===== src/rtl/step_ctrl.sv =====
// CPU run/step controller: debounces the step key, divides the clock into rate ticks and
// issues single-cycle CPU clock enables in free-run, single-step, burst and breakpoint modes.
module step_ctrl #(
  parameter int DB_CYCLES = 500000,
  parameter int TICK_DIV  = 50000000,
  parameter int PC_W      = 16,
  parameter int CC_W      = 16
) (
  input  logic            clock_i,
  input  logic            reset_i,
  input  logic            key_step_n_i,
  input  logic [1:0]      mode_i,
  input  logic [7:0]      burst_len_i,
  input  logic [PC_W-1:0] bp_addr_i,
  input  logic [PC_W-1:0] pc_i,
  output logic            cpu_en_o,
  output logic [CC_W-1:0] cc_o,
  output logic [1:0]      state_o,
  output logic            halted_o
);

  localparam int DB_W   = $clog2(DB_CYCLES + 1);
  localparam int TICK_W = $clog2(TICK_DIV);

  localparam logic [1:0] MODE_FREE  = 2'b00;
  localparam logic [1:0] MODE_STEP  = 2'b01;
  localparam logic [1:0] MODE_BURST = 2'b10;
  localparam logic [1:0] MODE_BP    = 2'b11;

  typedef enum logic [1:0] {
    ST_IDLE  = 2'b00,
    ST_RUN   = 2'b01,
    ST_BURST = 2'b10,
    ST_HALT  = 2'b11
  } state_t;

  logic [1:0]        sync_q;
  logic              key_s;
  logic              db_q, db_d;
  logic [DB_W-1:0]   db_cnt_q, db_cnt_d;
  logic              press_q, press_d;
  logic [TICK_W-1:0] tick_cnt_q, tick_cnt_d;
  logic              tick;
  logic [1:0]        mode_q;
  state_t            state_q, state_d;
  logic [7:0]        steps_q, steps_d;
  logic              cpu_en_q, cpu_en_d;
  logic [CC_W-1:0]   cc_q, cc_d;

  assign key_s = sync_q[1];

  // A level is accepted only after DB_CYCLES consecutive samples differing from the
  // accepted level; any sample equal to it restarts the count.
  always_comb begin
    db_d     = db_q;
    db_cnt_d = '0;
    press_d  = 1'b0;
    if (key_s != db_q) begin
      if (db_cnt_q == DB_W'(DB_CYCLES - 1)) begin
        db_d    = key_s;
        press_d = ~key_s;
      end else begin
        db_cnt_d = db_cnt_q + DB_W'(1);
      end
    end
  end

  assign tick       = (tick_cnt_q == TICK_W'(TICK_DIV - 1));
  assign tick_cnt_d = tick ? '0 : tick_cnt_q + TICK_W'(1);

  always_comb begin
    state_d  = state_q;
    steps_d  = steps_q;
    cpu_en_d = 1'b0;
    if (mode_i != mode_q) begin
      // A mode switch drops any pending press/tick and restarts from a clean state.
      state_d = (mode_i == MODE_FREE) ? ST_RUN : ST_IDLE;
      steps_d = '0;
    end else begin
      case (state_q)
        ST_IDLE: begin
          case (mode_i)
            MODE_FREE:  state_d = ST_RUN;
            MODE_STEP:  cpu_en_d = press_q;
            MODE_BURST: begin
              if (press_q && (burst_len_i != 8'd0)) begin
                steps_d = burst_len_i;
                state_d = ST_BURST;
              end
            end
            default: begin
              if (press_q) state_d = ST_RUN;
            end
          endcase
        end
        ST_RUN: begin
          if (mode_i == MODE_FREE) begin
            cpu_en_d = tick;
          end else if (mode_i == MODE_BP) begin
            if (tick) begin
              if (pc_i == bp_addr_i) state_d = ST_HALT;
              else                   cpu_en_d = 1'b1;
            end
          end else begin
            state_d = ST_IDLE;
          end
        end
        ST_BURST: begin
          if (mode_i != MODE_BURST) begin
            state_d = ST_IDLE;
            steps_d = '0;
          end else if (tick) begin
            cpu_en_d = 1'b1;
            steps_d  = steps_q - 8'd1;
            if (steps_q == 8'd1) state_d = ST_IDLE;
          end
        end
        default: begin
          // Resume steps past the breakpoint without comparing pc.
          if (press_q) begin
            cpu_en_d = 1'b1;
            state_d  = ST_RUN;
          end
        end
      endcase
    end
  end

  assign cc_d = cc_q + CC_W'(cpu_en_q);

  always_ff @(posedge clock_i or posedge reset_i) begin
    if (reset_i) begin
      sync_q     <= 2'b11;
      db_q       <= 1'b1;
      db_cnt_q   <= '0;
      press_q    <= 1'b0;
      tick_cnt_q <= '0;
      mode_q     <= MODE_FREE;
      state_q    <= ST_IDLE;
      steps_q    <= '0;
      cpu_en_q   <= 1'b0;
      cc_q       <= '0;
    end else begin
      sync_q     <= {sync_q[0], key_step_n_i};
      db_q       <= db_d;
      db_cnt_q   <= db_cnt_d;
      press_q    <= press_d;
      tick_cnt_q <= tick_cnt_d;
      mode_q     <= mode_i;
      state_q    <= state_d;
      steps_q    <= steps_d;
      cpu_en_q   <= cpu_en_d;
      cc_q       <= cc_d;
    end
  end

  assign cpu_en_o = cpu_en_q;
  assign cc_o     = cc_q;
  assign state_o  = state_q;
  assign halted_o = (state_q == ST_HALT);

endmodule


===== config.mk =====
export PLATFORM = sky130hd
export DESIGN_NAME = step_ctrl
export DESIGN_NICKNAME = d
export VERILOG_FILES = /design/src/rtl/step_ctrl.sv
export SDC_FILE = /design/constraint.sdc
export NUM_CORES = 1
export LEC_CHECK = 0
export ABC_AREA = 0
export CORE_AREA = 2 2 111 113
export DETAILED_ROUTE_END_ITERATION = 10
export DIE_AREA = 0 0 113 115
export SETUP_SLACK_MARGIN = 0.05
export SYNTH_ARGS = -nofsm -noshare
export SYNTH_HDL_FRONTEND = slang
export SYNTH_SLANG_ARGS = --single-unit

===== constraint.sdc =====
create_clock -name clock_i -period 2.71 [get_ports clock_i]
set_input_delay 0.271 -clock clock_i [delete_from_list [all_inputs] [get_ports clock_i]]
set_output_delay 0.271 -clock clock_i [all_outputs]
set_load 0.01 [all_outputs]

# [Yosys cells after proc, flatten, opt, wreduce, memory -nomap -nowiden]
# Index checks and enable logic that the tools add are counted.
[totals] reg_bits=78
[classes] n_addsub=4 n_eq_ne=22 muxes=34 bitwise=1 n_reduce_logical=8
[ops] op="$mux W8" n=5
[ops] op="$mux W19" n=2
[ops] op="$add A26 B1 Y26 const B" n=1
[ops] op="$eq A26 B26 Y1 const B" n=1
[ops] op="$mux W26" n=1
[ops] op="$mux W2" n=10
[ops] op="$ne A4 B4 Y1 const B" n=5
[ops] op="$add A19 B1 Y19 const B" n=1
[ops] op="$eq A19 B19 Y1 const B" n=1
[ops] op="$add A16 B1 Y16" n=1
[ops] op="$eq A16 B16 Y1" n=1
[ops] op="$pmux W8 S2" n=1
[ops] op="$mux W1" n=12
[ops] op="$pmux W2 S3" n=2
[ops] op="$ne A3 B3 Y1 const B" n=3
[ops] op="$eq A2 B2 Y1 const B" n=4
[ops] op="$eq A8 B1 Y1 const B" n=1
[ops] op="$reduce_bool A8 Y1" n=1
[ops] op="$sub A8 B1 Y8 const B" n=1
[ops] op="$reduce_and A7 Y1" n=1
[ops] op="$eq A2 B1 Y1 const B" n=2
[ops] op="$logic_not A2 Y1" n=2
[ops] op="$reduce_and A4 Y1" n=1
[ops] op="$ne A3 B2 Y1 const B" n=1
[ops] op="other kinds (8)" n=8

# [Longest topological paths before layout]
[logic_depth] depth_word=7 mapped_depth=8 mapped_depth_nobuf=7

# [Least setup slack after synthesis]
# Ideal clock, no wire load.
[synth_path] kind="register to register" startpoint="register tick_cnt_q[0]" endpoint="register steps_q[2]" setup_ns=0.122 t_arrival_ns=1.986 required_ns=2.588 setup_slack_ns=0.602 stages_incl_launch_ff=8 n_path_buf=0 path_cell_list="dfrtp_1 -> ha_1 -> and4_4 -> nand3_4 -> or4_4 -> a31oi_4 -> o21ai_0 -> a32o_1"
[synth_between] elab_chain_cells=3
[synth_rtl] item="from (decl)" line="42" text="logic [TICK_W-1:0] tick_cnt_q, tick_cnt_d;"
[synth_rtl] item="from (signal assigned)" line="148" text="tick_cnt_q <= tick_cnt_d;"
[synth_rtl] item="$eq A26 B26 Y1" line="68" text="assign tick = (tick_cnt_q == TICK_W'(TICK_DIV - 1));"
[synth_rtl] item="$ne A4 B4 Y1 (no source line)"
[synth_rtl] item="$reduce_and A4 Y1 (no source line)"
[synth_rtl] item="to (signal assigned)" line="151" text="steps_q <= steps_d;"
[synth_rtl] item="to (decl)" line="46" text="logic [7:0] steps_q, steps_d;"
# Every way passes these cells.
# A chain may end at the register's enable or synchronous reset.

# [Final worst setup path]
[layout_path] startpoint="register tick_cnt_q[0]" endpoint="register steps_q[3]"
# Same word-level chain as after synthesis.

==> out/metrics.yaml <==
sw_frac_of_total_pct: 23.79
cpPeakStageDelay_ps: 500
ios: 65
final.setup.tns_ps: 0
p_seq_share_pct: 45.2
numCtsBuffers: 9
h-tree-depth: 3
path_cells: "ha_1, and4_4, nand3_4, or4_4, a31oi_4, o21ai_0, a32o_1"
dp_hpwl_mm: 6.095
reg2reg_slack_ps: 240
synth_seq_cells: 78
synth.area.top_cells: "dfrtp_1 47%, xnor2_1 9.4%, xor2_1 7.2%, nor2_1 5.4%, nand2_1 3.5%"
clkLatencyLatePin_ps: 330
synth_edf_count: 0
wl_mm: 8.443
netlist_area_um2: 4016
max_freq_ghz: 0.4045
rsz0062_at_grt: "false"
synth_top_area_share_pct: 46.73
p_comb_share_pct: 9.4
rows: 40
critPathMaxFanout: 16
seq_area_frac_synth_pct: 48.69
maxCapViolCount: 0
skew_ps: 6.933
crit_path_start_kind: "flop"
p_leak_nw: 2.145
grt_pass1_vias: 3185
internal_power_mw: 2.041
synth.net_count: 456
io_buffers: 64
cts-resized-gates: 0
p_clk_share_pct: 45.4
yosys.area_share.simple_pct: 23.08
wl_per_cell_um: 13.49
clkTransAtPathRegs_ps: 70
synth_area_per_cell_um2: 9.917
fin_nets: 525
synth-async-reset-ratio_pct: 100.0
endpoint_kind: "flop"
syn2layout_area_growth_pct: 28.10
ant_nets: 0
post-route-cell-area_um2: 5145
violations: "design-rule violations"
grt_start_max_net_pins: 60
setup_viol: 0
synth_xor_area_share_pct: 16.57
synth.area.mux_share_pct: 0.5296
yosysMostFrequentCell: "dfrtp_1"
ys_warn_count: 0
holdBufCountCts: 0
core_um2: 11810
dr.pass1.iters: 7
drtIter0Drc: 223
period_needed_ps: 2472
synth_top_family_by_area: "simple AND/OR/NAND/NOR gates"
avgViaCountPerCell: 4.946
die_h_um: 115
synth_compound_area_share_pct: 7.383
ir_drop_mv: 0.2714
fin_ws_ps: 238.1
tightest_slew_ps: 587.0
root_buffer: "clkbuf_16"
place_area_um2: 4838
status: "finished with violations"
grt_overflow: 0
cts.sinks: 78
drc: 5
clk_path_buf_depth: 2
power.switching_mw: 0.6372
dp_slack_ps: 250.9
gr-usage-all-layers_pct: 13.69
antenna_cells: 0
synth_commonest_cells: "75 x dfrtp_1, 58 x nor2_1, 43 x xnor2_1, 37 x nand2_1, 33 x xor2_1"
fp.dieW_um: 113
netlist_instances: 405
required_ps: 2920
worstPathArrival_ps: 2680
powerDensity_nw_per_um2: 520.6
ys.flop_type: "dfrtp_1"
yosysTopAreaCell: "dfrtp_1"
antenna_found_initial: 0
holdCritPathClass: "in -> async"
maxSlewHeadroom_pct: 60.77
synthAdderAreaFrac_pct: 1.869
num_vias: 3096
initial_core_util_pct: 34.00
die_area_um2: 13000
worst-setup-path-type: "reg -> reg"
postCtsSetupBuffers: 0
drive_above_1_share_pct: 7.098
finalCritPeriodShare_pct: 91.22
cp_slowest_cell: "or4_4"
slew_viol_final: 0
gp_congestion: 0.8308
finalHoldViolCount: 0
tritoncts: "done"
nFillCells: 1123
synth_cell_type_count: 47
grt_pass1_wl_mm: 14.62
path summary, 6_finish.rpt:
kind / startpoint / end / cells past startpoint
max: tick_cnt_q[0] / steps_q[3] / 7
min: reset_i / db_cnt_q[11] / 2
max reg2reg: tick_cnt_q[0] / steps_q[3] / 7
min reg2reg: sync_q[0] / sync_q[1] / 0
max in group asynchronous: reset_i / tick_cnt_q[5] / 3
min in group clock_i: sync_q[0] / sync_q[1] / 0
per-layer routing:
| metal | GRT usage (%) | part of all wire, % | vias up |
|---|---|---|---|
| met3 | 1.845 | 2.6 | 6 |
| li1 | - | - | 1550 |
| met1 | 18.03 | 49 | 1498 |
| met5 | 0 | 0 | - |
| met2 | 22.75 | 48 | 42 |
| met4 | 5.935 | 1.1 | 0 |
placed cells by master, fill, tap and decap left out, drive strengths merged, types with 11 or more instances in the layout:
cell type,synthesis,layout
and3,13,13
clkdlybuf4s50,0,64
dfrtp,75,75
nand2,37,37
nand3,28,28
nand4,15,15
nor2,58,58
nor3,11,11
xnor2,43,43
xor2,33,33
power groups by stage:
stage	Combinational, mW	Sequential (mW)	Clock (mW)
after global placement	0.250	1.23	0
after floorplan	0.130	1.22	0
after global routing	0.278	1.22	1.31
final	0.251	1.21	1.22
after detailed placement	0.254	1.23	0
after CTS	0.255	1.21	1.25
through the flow:
step | util [%] | hold slack [ps] | std cells | total power, mW
floorplan | - | 275.5 | 405 | 1.355
global placement | 40.96 | 346.3 | 610 | 1.482
detailed placement | 40.96 | 346.8 | 610 | 1.486
CTS | 43.56 | 277.0 | 626 | 2.716
global route | 43.56 | 306.1 | 626 | 2.805
finish | 43.56 | 267.2 | 626 | 2.678
cell families (layout without fill, tap and decap cells):
group / count (synthesis) / count (layout)
simple gates: 187 / 187
flops: 78 / 78
xor+xnor: 76 / 76
compound gates: 38 / 38
buf+inv: 18 / 92
fa+ha+maj: 6 / 6
mux: 2 / 2
state kept, by name (all words and copies together), names as in the netlist, 2 cells and up:
signal	cells
mode_q	2
cc_o	16
state_o	2
tick_cnt_q	26
db_cnt_q	19
sync_q	2
steps_q	8
area by class of cell:
cell class              instances  area (um^2)  area share (%)
well taps                     147        183.9           3.575
repair buffers                 68        683.2           13.28
clock inverters                 7        81.33           1.581
clock buffers                   9        225.2           4.377
flip-flops and latches         78         1956           38.01
inverters                       8        30.03          0.5837
multi-input cells             309         1986           38.59
critical path: cells and delay by family (launching register included):
kind	cells	cell delay, ps
adder cells (fa/ha/maj)	1	220
AND/OR/NAND/NOR	3	840
AO/OA/AOI/OAI	3	900
flip-flops	1	390
No activity file was read; power rests on OpenSTA's default activity.
